--- config.mk ---
export PLATFORM = sky130hd
export DESIGN_NAME = button_conditioner
export DESIGN_NICKNAME = d
export VERILOG_FILES = /design/src/rtl/btn_pkg.sv /design/src/rtl/sync_2ff.sv /design/src/rtl/button_conditioner.sv
export SDC_FILE = /design/constraint.sdc
export NUM_CORES = 1
export LEC_CHECK = 0
export BUFFER_PORTS_ARGS = -buffer_cell sky130_fd_sc_hd__buf_2
export CAP_MARGIN = 10
export CORE_UTILIZATION = 35
export DETAILED_ROUTE_END_ITERATION = 8
export PLACE_DENSITY = 0.54
export SETUP_SLACK_MARGIN = 0.1
export SYNTH_ARGS = -nofsm -noshare
export SYNTH_HDL_FRONTEND = slang
export SYNTH_HIERARCHICAL = 1
export SYNTH_SLANG_ARGS = --single-unit
--- constraint.sdc ---
create_clock -name sys_clk -period 1.7 [get_ports sys_clk]
set_input_delay 0.255 -clock sys_clk [delete_from_list [all_inputs] [get_ports sys_clk]]
set_output_delay 0.255 -clock sys_clk [all_outputs]
set_load 0.01 [all_outputs]
--- src/rtl/btn_pkg.sv ---
// Shared definitions for the push-button conditioner: state encoding and default timing.
package btn_pkg;

    typedef logic [1:0] btn_state_t;

    localparam btn_state_t IDLE      = 2'd0;
    localparam btn_state_t PRESS_CHK = 2'd1;
    localparam btn_state_t HELD      = 2'd2;
    localparam btn_state_t REL_CHK   = 2'd3;

    // Defaults sized for a 50 MHz sys_clk: 10 ms debounce, 2 s long press.
    localparam int unsigned DEF_DEBOUNCE_CYCLES = 500000;
    localparam int unsigned DEF_CNT_W           = 20;
    localparam int unsigned DEF_LONG_CYCLES     = 100000000;
    localparam int unsigned DEF_LONG_W          = 27;

    // True in the states where the button is considered pressed.
    function automatic logic is_held(input btn_state_t s);
        return (s == HELD) || (s == REL_CHK);
    endfunction

endpackage

--- src/rtl/sync_2ff.sv ---
// Two-flop synchroniser for an asynchronous single-bit pad input.
module sync_2ff #(
    parameter bit RST_VAL = 1'b0
) (
    input  logic clk,
    input  logic rst_n,
    input  logic d,
    output logic q
);

    logic meta_q;

    // Capture the pad and give the first flop a cycle to resolve.
    always_ff @(posedge clk or negedge rst_n) begin
        if (!rst_n) begin
            meta_q <= RST_VAL;
            q      <= RST_VAL;
        end else begin
            meta_q <= d;
            q      <= meta_q;
        end
    end

endmodule

--- src/rtl/button_conditioner.sv ---
// Push-button conditioner: synchroniser, counter debounce FSM, one-cycle press pulse
// and a debounced level. Define BUTTON_CONDITIONER_LONGPRESS_EN to add the long-press pulse.
module button_conditioner
    import btn_pkg::*;
#(
    parameter int unsigned DEBOUNCE_CYCLES = DEF_DEBOUNCE_CYCLES,
    parameter int unsigned CNT_W           = DEF_CNT_W,
    parameter bit          BTN_ACTIVE_LOW  = 1'b1,
    parameter int unsigned LONG_CYCLES     = DEF_LONG_CYCLES,
    parameter int unsigned LONG_W          = DEF_LONG_W
) (
    input  logic sys_clk,
    input  logic reset_n,
    input  logic button_raw,
    output logic trigger_out,
    output logic btn_level,
    output logic long_press
);

    localparam logic [CNT_W-1:0] CNT_LAST = CNT_W'(DEBOUNCE_CYCLES - 1);

    logic             raw_sync;
    logic             act_c;
    btn_state_t       state_q;
    btn_state_t       state_d;
    logic [CNT_W-1:0] cnt_q;
    logic [CNT_W-1:0] cnt_d;
    logic             trigger_d;
    logic             level_d;

    // Synchronise in raw polarity so reset loads the released level.
    sync_2ff #(
        .RST_VAL (BTN_ACTIVE_LOW)
    ) u_sync (
        .clk   (sys_clk),
        .rst_n (reset_n),
        .d     (button_raw),
        .q     (raw_sync)
    );

    // Normalise to 1 = pressed after the synchroniser.
    assign act_c = raw_sync ^ BTN_ACTIVE_LOW;

    // State, counter and registered outputs.
    always_ff @(posedge sys_clk or negedge reset_n) begin
        if (!reset_n) begin
            state_q     <= IDLE;
            cnt_q       <= '0;
            trigger_out <= 1'b0;
            btn_level   <= 1'b0;
        end else begin
            state_q     <= state_d;
            cnt_q       <= cnt_d;
            trigger_out <= trigger_d;
            btn_level   <= level_d;
        end
    end

    // Next state and stability counter; counter clears on every state entry.
    always_comb begin
        state_d = state_q;
        cnt_d   = cnt_q;
        case (state_q)
            IDLE: begin
                cnt_d = '0;
                if (act_c) state_d = PRESS_CHK;
            end
            PRESS_CHK: begin
                if (!act_c) begin
                    state_d = IDLE;
                    cnt_d   = '0;
                end else if (cnt_q == CNT_LAST) begin
                    state_d = HELD;
                    cnt_d   = '0;
                end else begin
                    cnt_d = cnt_q + CNT_W'(1);
                end
            end
            HELD: begin
                cnt_d = '0;
                if (!act_c) state_d = REL_CHK;
            end
            REL_CHK: begin
                if (act_c) begin
                    state_d = HELD;
                    cnt_d   = '0;
                end else if (cnt_q == CNT_LAST) begin
                    state_d = IDLE;
                    cnt_d   = '0;
                end else begin
                    cnt_d = cnt_q + CNT_W'(1);
                end
            end
            default: begin
                state_d = IDLE;
                cnt_d   = '0;
            end
        endcase
    end

    // Output decode: pulse on press acceptance, level follows the held states.
    always_comb begin
        trigger_d = 1'b0;
        level_d   = 1'b0;
        if ((state_q == PRESS_CHK) && act_c && (cnt_q == CNT_LAST)) trigger_d = 1'b1;
        level_d = is_held(state_d);
    end

`ifdef BUTTON_CONDITIONER_LONGPRESS_EN
    localparam logic [LONG_W-1:0] LONG_LAST = LONG_W'(LONG_CYCLES - 1);
    localparam logic [LONG_W-1:0] LONG_SAT  = LONG_W'(LONG_CYCLES);

    logic [LONG_W-1:0] long_cnt_q;

    // Hold-time counter; saturates one past the trigger value so it fires once per hold.
    always_ff @(posedge sys_clk or negedge reset_n) begin
        if (!reset_n) begin
            long_cnt_q <= '0;
            long_press <= 1'b0;
        end else if (is_held(state_q)) begin
            if (long_cnt_q != LONG_SAT) long_cnt_q <= long_cnt_q + LONG_W'(1);
            long_press <= (long_cnt_q == LONG_LAST);
        end else begin
            long_cnt_q <= '0;
            long_press <= 1'b0;
        end
    end
`else
    assign long_press = 1'b0;
`endif

endmodule

==> impl_metrics.py, run 1 <==
metrics = {
    "run_status": {
        "status": "finished, violations left",
        "violations": "setup timing",
    },
    "yosys": {
        "synthDistinctLibCells": 36,
        "netlist_instances": 116,
        "synthArstFlopShare": 1.00,
        "synthesis.area_um2": 1210,
        "synth_edf_count": 0,
        "synth_nets": 120,
        "synth_seq_cells": 25,
        "synth_ff_type": "dfrtp_1",
        "synth_warnings": 6,
        "ys_seq_area_frac": 0.518,
        "avgSynthCellArea_um2": 10.5,
    },
    "floorplan": {
        "boundaryPins": 6,
        "die_h_um": 60.9,
        "core_area_um2": 3340,
        "initial_core_util": 0.364,
        "die_area_um2": 3710,
        "row_count": 21,
        "chipWidth_um": 60.9,
    },
    "global_route": {
        "grt_max_degree": 26,
        "grt.overflow.total": 0,
        "use_met3": 0.0384,
        "grt_pass1_vias": 861,
        "met1_usage": 0.187,
        "grt-busiest-layer": "met2",
        "grt_pass1_wl_um": 3940,
        "use_met2": 0.246,
        "antenna_found_initial": 0,
        "grt_usage": 0.145,
    },
    "placed_design": {
        "dpl_cell_area_um2": 1420,
        "placed_cells": 179,
        "hpwl_um": 1760,
        "io_buffers": 4,
        "gp_congestion": 0.761,
    },
    "finish": {
        "fin_nets": 146,
        "final_common_cell": "dfrtp_1",
        "final_cells": 187,
        "fillCellCount": 336,
        "postLayoutCellArea_um2": 1500,
        "post-route-util": 0.451,
        "area_delta_synth_final_pct": 23.9,
        "drive_above_1_share": 0.319,
        "antennaDiodeCount": 0,
        "final_cell_mix": "dfrtp_1, nor2_1, buf_4",
    },
    "pwr": {
        "finalPower_w": 0.000915,
        "leakagePower_nw": 0.621,
        "ir_worst_vdd_v": 0.000429,
        "pwr_density_cell_nw_per_um2": 608,
    },
    "clock_network": {
        "cts-buffers-inserted": 3,
        "insertion_delay_ps": 320,
        "htreeDepth": 1,
        "cts_tree": "built",
        "cts_max_path_buffers": 2,
        "clkTransAtPathRegs_ps": 150,
        "cts_root_buf": "clkbuf_4",
        "cts_sinks": 25,
    },
    "sta": {
        "fin_worst_skew_ps": 17.9,
        "hold_viol": 0,
        "worst_pin_slew_ps": 559,
        "rsz0062_at_grt": "true",
        "post-route-period-util": 1.00,
        "finalMaxSlewViolations": 0,
        "tns_ps": -5.77,
        "period_minus_slack_ps": 1710,
        "max_freq_mhz": 586,
        "finalSetupViolations": 1,
        "slew_headroom": 0.627,
        "fin_ws_ps": -5.77,
    },
    "routing": {
        "via_per_inst": 4.86,
        "wl_per_cell_um": 12.8,
        "routed-via-count": 908,
        "drcViolationCount": 0,
        "ant_nets": 0,
        "drt_wl_total_um": 2390,
        "firstDrtPassIters": 4,
        "drt_iter0_markers": 40,
    },
    "setup_path": {
        "cp.required_ps": 1970,
        "arrival_ps": 1970,
        "criticalPathCategory": "flip-flop to flip-flop",
        "end_kind": "flip-flop",
        "crit_fanout": 4,
        "crit_path_start_kind": "flip-flop",
    },
    "worst_hold_path": {
        "hp-class": "flip-flop to flip-flop",
    },
    "flow_run": {
        "drv_cap": 0,
    },
}
layer usage:
layer  wire [µm]  up-vias
li1            -      452
met4           0        0
met3          42        0
met1        1180      450
met2        1170        6
met5           0        -
critical path, stage by stage, from the launching register on:
cell and delay (ps):
dfrtp_1 460, nand4_4 110, or4_4 540, or4_4 430, a21oi_2 130
Yosys cell counts, types with 2 or more instances:
cell / count / share of area
a21oi_1: 3 / 0.012
dfrtp_1: 23 / 0.47
dfstp_2: 2 / 0.043
inv_1: 4 / 0.012
nand2_1: 7 / 0.022
nand3_1: 5 / 0.021
nand4_1: 4 / 0.021
nor2_1: 19 / 0.059
nor3_1: 4 / 0.016
o31ai_1: 3 / 0.019
or3_1: 2 / 0.010
or4_1: 2 / 0.012
or4_4: 2 / 0.019
xnor2_1: 8 / 0.058
xor2_1: 7 / 0.051
state kept, by name (all words and copies together), names as in the netlist:
register	count
btn_level	1
u_sync/meta_q	1
cnt_q	20
u_sync/q	1
state_q	1
trigger_out	1
what timing repair did:
action	in CTS	in global routing
endpoints found under the setup margin	18	21
setup buffers	0	2
hold buffers	1	1
cloned	0	0
hold endpoints to repair	23	1
gates resized for setup	3	4
pin swaps	0	2
metrics by stage:
stage | setup slack, ps | hold WS, ps
after global placement | 45.8 | 273
after global routing | -79.1 | 368
after CTS | -20.1 | 20.2
after detailed placement | -3.03 | 286
after floorplan | 6.91 | -40.6
final | -5.77 | 349
cells by family (layout without fill, tap and decap cells):
logic type               after synthesis  after routing  share of synthesized area
AND/OR/NAND/NOR                       56             56                      0.268
flip-flops                            25             25                      0.518
XOR/XNOR                              15             15                      0.108
AO/OA/AOI/OAI                          9              9                     0.0495
buffers and inverters                  8             33                     0.0350
adder cells (fa/ha/maj)                1              1                     0.0103
other                                  1              1                    0.00309
multiplexers                           1              1                    0.00825
path summary, 6_finish.rpt:
kind,endpoint,start,cells past startpoint,slack [ps]
worst min-delay path,u_sync/q,u_sync/meta_q,0,350
worst max register to register,cnt_q[18],cnt_q[5],4,-6
max in group asynchronous,u_sync/meta_q,reset_n,2,880
worst min register to register,u_sync/q,u_sync/meta_q,0,350
worst max-delay path,cnt_q[18],cnt_q[5],4,-6
min in group asynchronous,cnt_q[18],reset_n,2,430
area by class of cell:
class,instances,area [µm²],area share
clock buffers,4,26.3,0.0175
inverters,4,15.0,0.00998
multi-input cells,83,593,0.394
flip-flops and latches,25,629,0.418
well taps,46,57.6,0.0383
repair buffers,25,183,0.121
power breakdown:
part / internal [W] / switching, W
Clock: 0.0000917 / 0.000176
Sequential: 0.000603 / 0.00000554
Combinational: 0.0000143 / 0.0000247
Total: 0.000709 / 0.000206
Power figures use the tool's default switching activity.
==> run 2, diff against run 1 <==
--- a/config.mk
+++ b/config.mk
@@ -9,5 +9,8 @@
 export CAP_MARGIN = 10
+export CELL_PAD_IN_SITES_DETAIL_PLACEMENT = 0
+export CELL_PAD_IN_SITES_GLOBAL_PLACEMENT = 1
+export CORE_MARGIN = 3
 export CORE_UTILIZATION = 35
 export DETAILED_ROUTE_END_ITERATION = 8
-export PLACE_DENSITY = 0.54
+export PLACE_DENSITY = 0.64
 export SETUP_SLACK_MARGIN = 0.1
==> constraint.sdc (replaced) <==
create_clock -name sys_clk -period 1.7 [get_ports sys_clk]
set_input_delay 0.34 -clock sys_clk [delete_from_list [all_inputs] [get_ports sys_clk]]
set_output_delay 0.34 -clock sys_clk [all_outputs]
set_load 0.01 [all_outputs]
==> impl_metrics.py, run 2 (same netlist as run 1, synthesis figures left out) <==
metrics = {
    "pwr": {
        "finalPower_w": 0.000920,
        "seqPwrFrac": 0.660,
        "p_comb_frac": 0.045,
        "p_switching_w": 0.000210,
        "p_int_w": 0.000710,
        "p_sw_frac": 0.228,
        "pwr-share-clk": 0.294,
        "pwr_density_cell_nw_per_um2": 603,
        "leakagePower_nw": 0.645,
        "ir_worst_vdd_v": 0.000290,
    },
    "finish": {
        "drive_above_1_share": 0.338,
        "regArea_um2": 631,
        "fin_nets": 147,
        "antennaDiodeCount": 0,
        "multi_input_area_um2": 598,
        "regMostFlops": "cnt_q",
        "fillCellCount": 311,
        "final_cell_mix": "dfrtp_1, buf_4, nor2_1",
        "area_delta_synth_final_pct": 25.7,
        "final_common_cell": "dfrtp_1",
        "largest_reg_flops": 20,
    },
    "setup_path": {
        "crit_fanout": 3,
        "critical_path.most_common_cell": "or4_4",
        "reg2regPathDepth": 4,
        "arrival_ps": 1950,
        "regToRegStartpoint": "cnt_q[6]",
        "crit_path_start_kind": "flip-flop",
        "criticalPathCategory": "flip-flop to flip-flop",
        "cpPeakStageDelay_ps": 520,
        "rrSetupSlack_ps": 20,
        "cp.required_ps": 1970,
        "reg2reg_to": "cnt_q[18]",
        "slowest_stage": "or4_4",
        "crit_chain": "nand4_4 > or4_4 > or4_4 > a21oi_2",
        "end_kind": "flip-flop",
    },
    "floorplan": {
        "core_area_um2": 3180,
        "row_count": 20,
        "boundaryPins": 6,
        "die_area_um2": 4210,
        "initial_core_util": 0.382,
        "chipWidth_um": 64.9,
        "die_h_um": 64.9,
    },
    "routing": {
        "drt_iter0_markers": 56,
        "ant_nets": 0,
        "routed-via-count": 917,
        "via_per_inst": 4.93,
        "drt-met1-wl_um": 1210,
        "drt_wl_total_um": 2440,
        "maxUsedRoutingLayer": "met4",
        "drcViolationCount": 0,
        "firstDrtPassIters": 4,
        "wl_met2_um": 1150,
        "wl_per_cell_um": 13.1,
        "wl_met3_um": 47,
    },
    "sta": {
        "whs_ps": 92.2,
        "rsz0062_at_grt": "true",
        "max_freq_mhz": 595,
        "tns_ps": 0,
        "worst_pin_slew_ps": 571,
        "post-route-period-util": 0.989,
        "slew_headroom": 0.620,
        "finalSetupViolations": 0,
        "fin_worst_skew_ps": 12.2,
        "period_minus_slack_ps": 1680,
        "hold_viol": 0,
        "finalMaxSlewViolations": 0,
        "fin_ws_ps": 18.7,
    },
    "global_route": {
        "grt_pass1_vias": 915,
        "grt.overflow.total": 0,
        "antenna_found_initial": 0,
        "grt_max_degree": 26,
        "grt_pass1_wl_um": 4380,
        "grt_usage": 0.134,
    },
    "worst_hold_path": {
        "hp-class": "input pin to flip-flop",
        "hold_depth": 1,
        "whs_endpoint": "u_sync/meta_q",
        "min_from": "button_raw",
    },
    "clock_network": {
        "clkTransAtPathRegs_ps": 140,
        "htreeDepth": 1,
        "cts_sinks": 25,
        "insertion_delay_ps": 320,
        "cts_max_path_buffers": 2,
        "cts_root_buf": "clkbuf_4",
        "cts_tree": "built",
        "cts-buffers-inserted": 3,
    },
    "placed_design": {
        "hpwl_um": 1730,
        "place_ws_ps": 29.2,
        "gp_congestion": 0.767,
        "io_buffers": 4,
    },
    "run_status": {
        "status": "finished clean",
    },
    "flow_run": {
        "drv_cap": 0,
    },
}
==> run 2: power groups by stage <==
stage | Clock [W] | Sequential, W | Combinational (W)
after floorplan | 0 | 0.000618 | 0.0000204
after global placement | 0 | 0.000618 | 0.0000368
after detailed placement | 0 | 0.000618 | 0.0000374
after CTS | 0.000279 | 0.000607 | 0.0000395
after global routing | 0.000304 | 0.000609 | 0.0000493
final | 0.000271 | 0.000608 | 0.0000419
==> run 2: worst max-delay path by stage <==
| stage | startpoint | depth (start not counted) | end | slack [ps] |
|---|---|---|---|---|
| floorplan | cnt_q[6] | 4 | cnt_q[18] | 7 |
| global placement | cnt_q[0] | 5 | cnt_q[18] | 40 |
| CTS | cnt_q[6] | 4 | cnt_q[18] | 10 |
| detailed placement | cnt_q[7] | 4 | cnt_q[18] | 30 |
| finish | cnt_q[6] | 4 | cnt_q[18] | 20 |
| global route | cnt_q[0] | 5 | cnt_q[18] | -40 |
==> run 2: critical path, delay by kind of cell (launching register included) <==
family	cells	cell delay [ps]
AO/OA/AOI/OAI	1	120
AND/OR/NAND/NOR	3	1070
flip-flops	1	440
==> run 2: per-layer routing <==
metal | vias to the layer above | GRT usage
li1 | 458 | -
met1 | 447 | 0.180
met2 | 8 | 0.213
met3 | 4 | 0.0260
met4 | 0 | 0.0475
met5 | - | 0
==> run 2: final cells by class <==
cell class / count / share of cell area
tap: 44 / 0.0361
sequential: 25 / 0.413
timing repair buffer: 26 / 0.131
multi-input combinational: 83 / 0.392
inverter: 4 / 0.00984
clock buffer: 4 / 0.0172
==> run 2: repair_timing <==
action                     in CTS  in global routing
buffers inserted                4                  3
pin swaps                       2                  2
gates cloned                    0                  0
setup endpoints to repair      17                 21
gates resized for setup         4                  5
hold buffers                    1                  0
hold endpoints to repair        2                  0
==> run 2: stage by stage <==
stage          instance area [µm²]  instances  utilization
2_1_floorplan                 1250        116            -
3_3_place_gp                  1410        174        0.442
3_5_place_dp                  1410        174        0.442
4_1_cts                       1480        183        0.467
5_1_grt                       1530        186        0.480
6_report                      1530        186        0.480
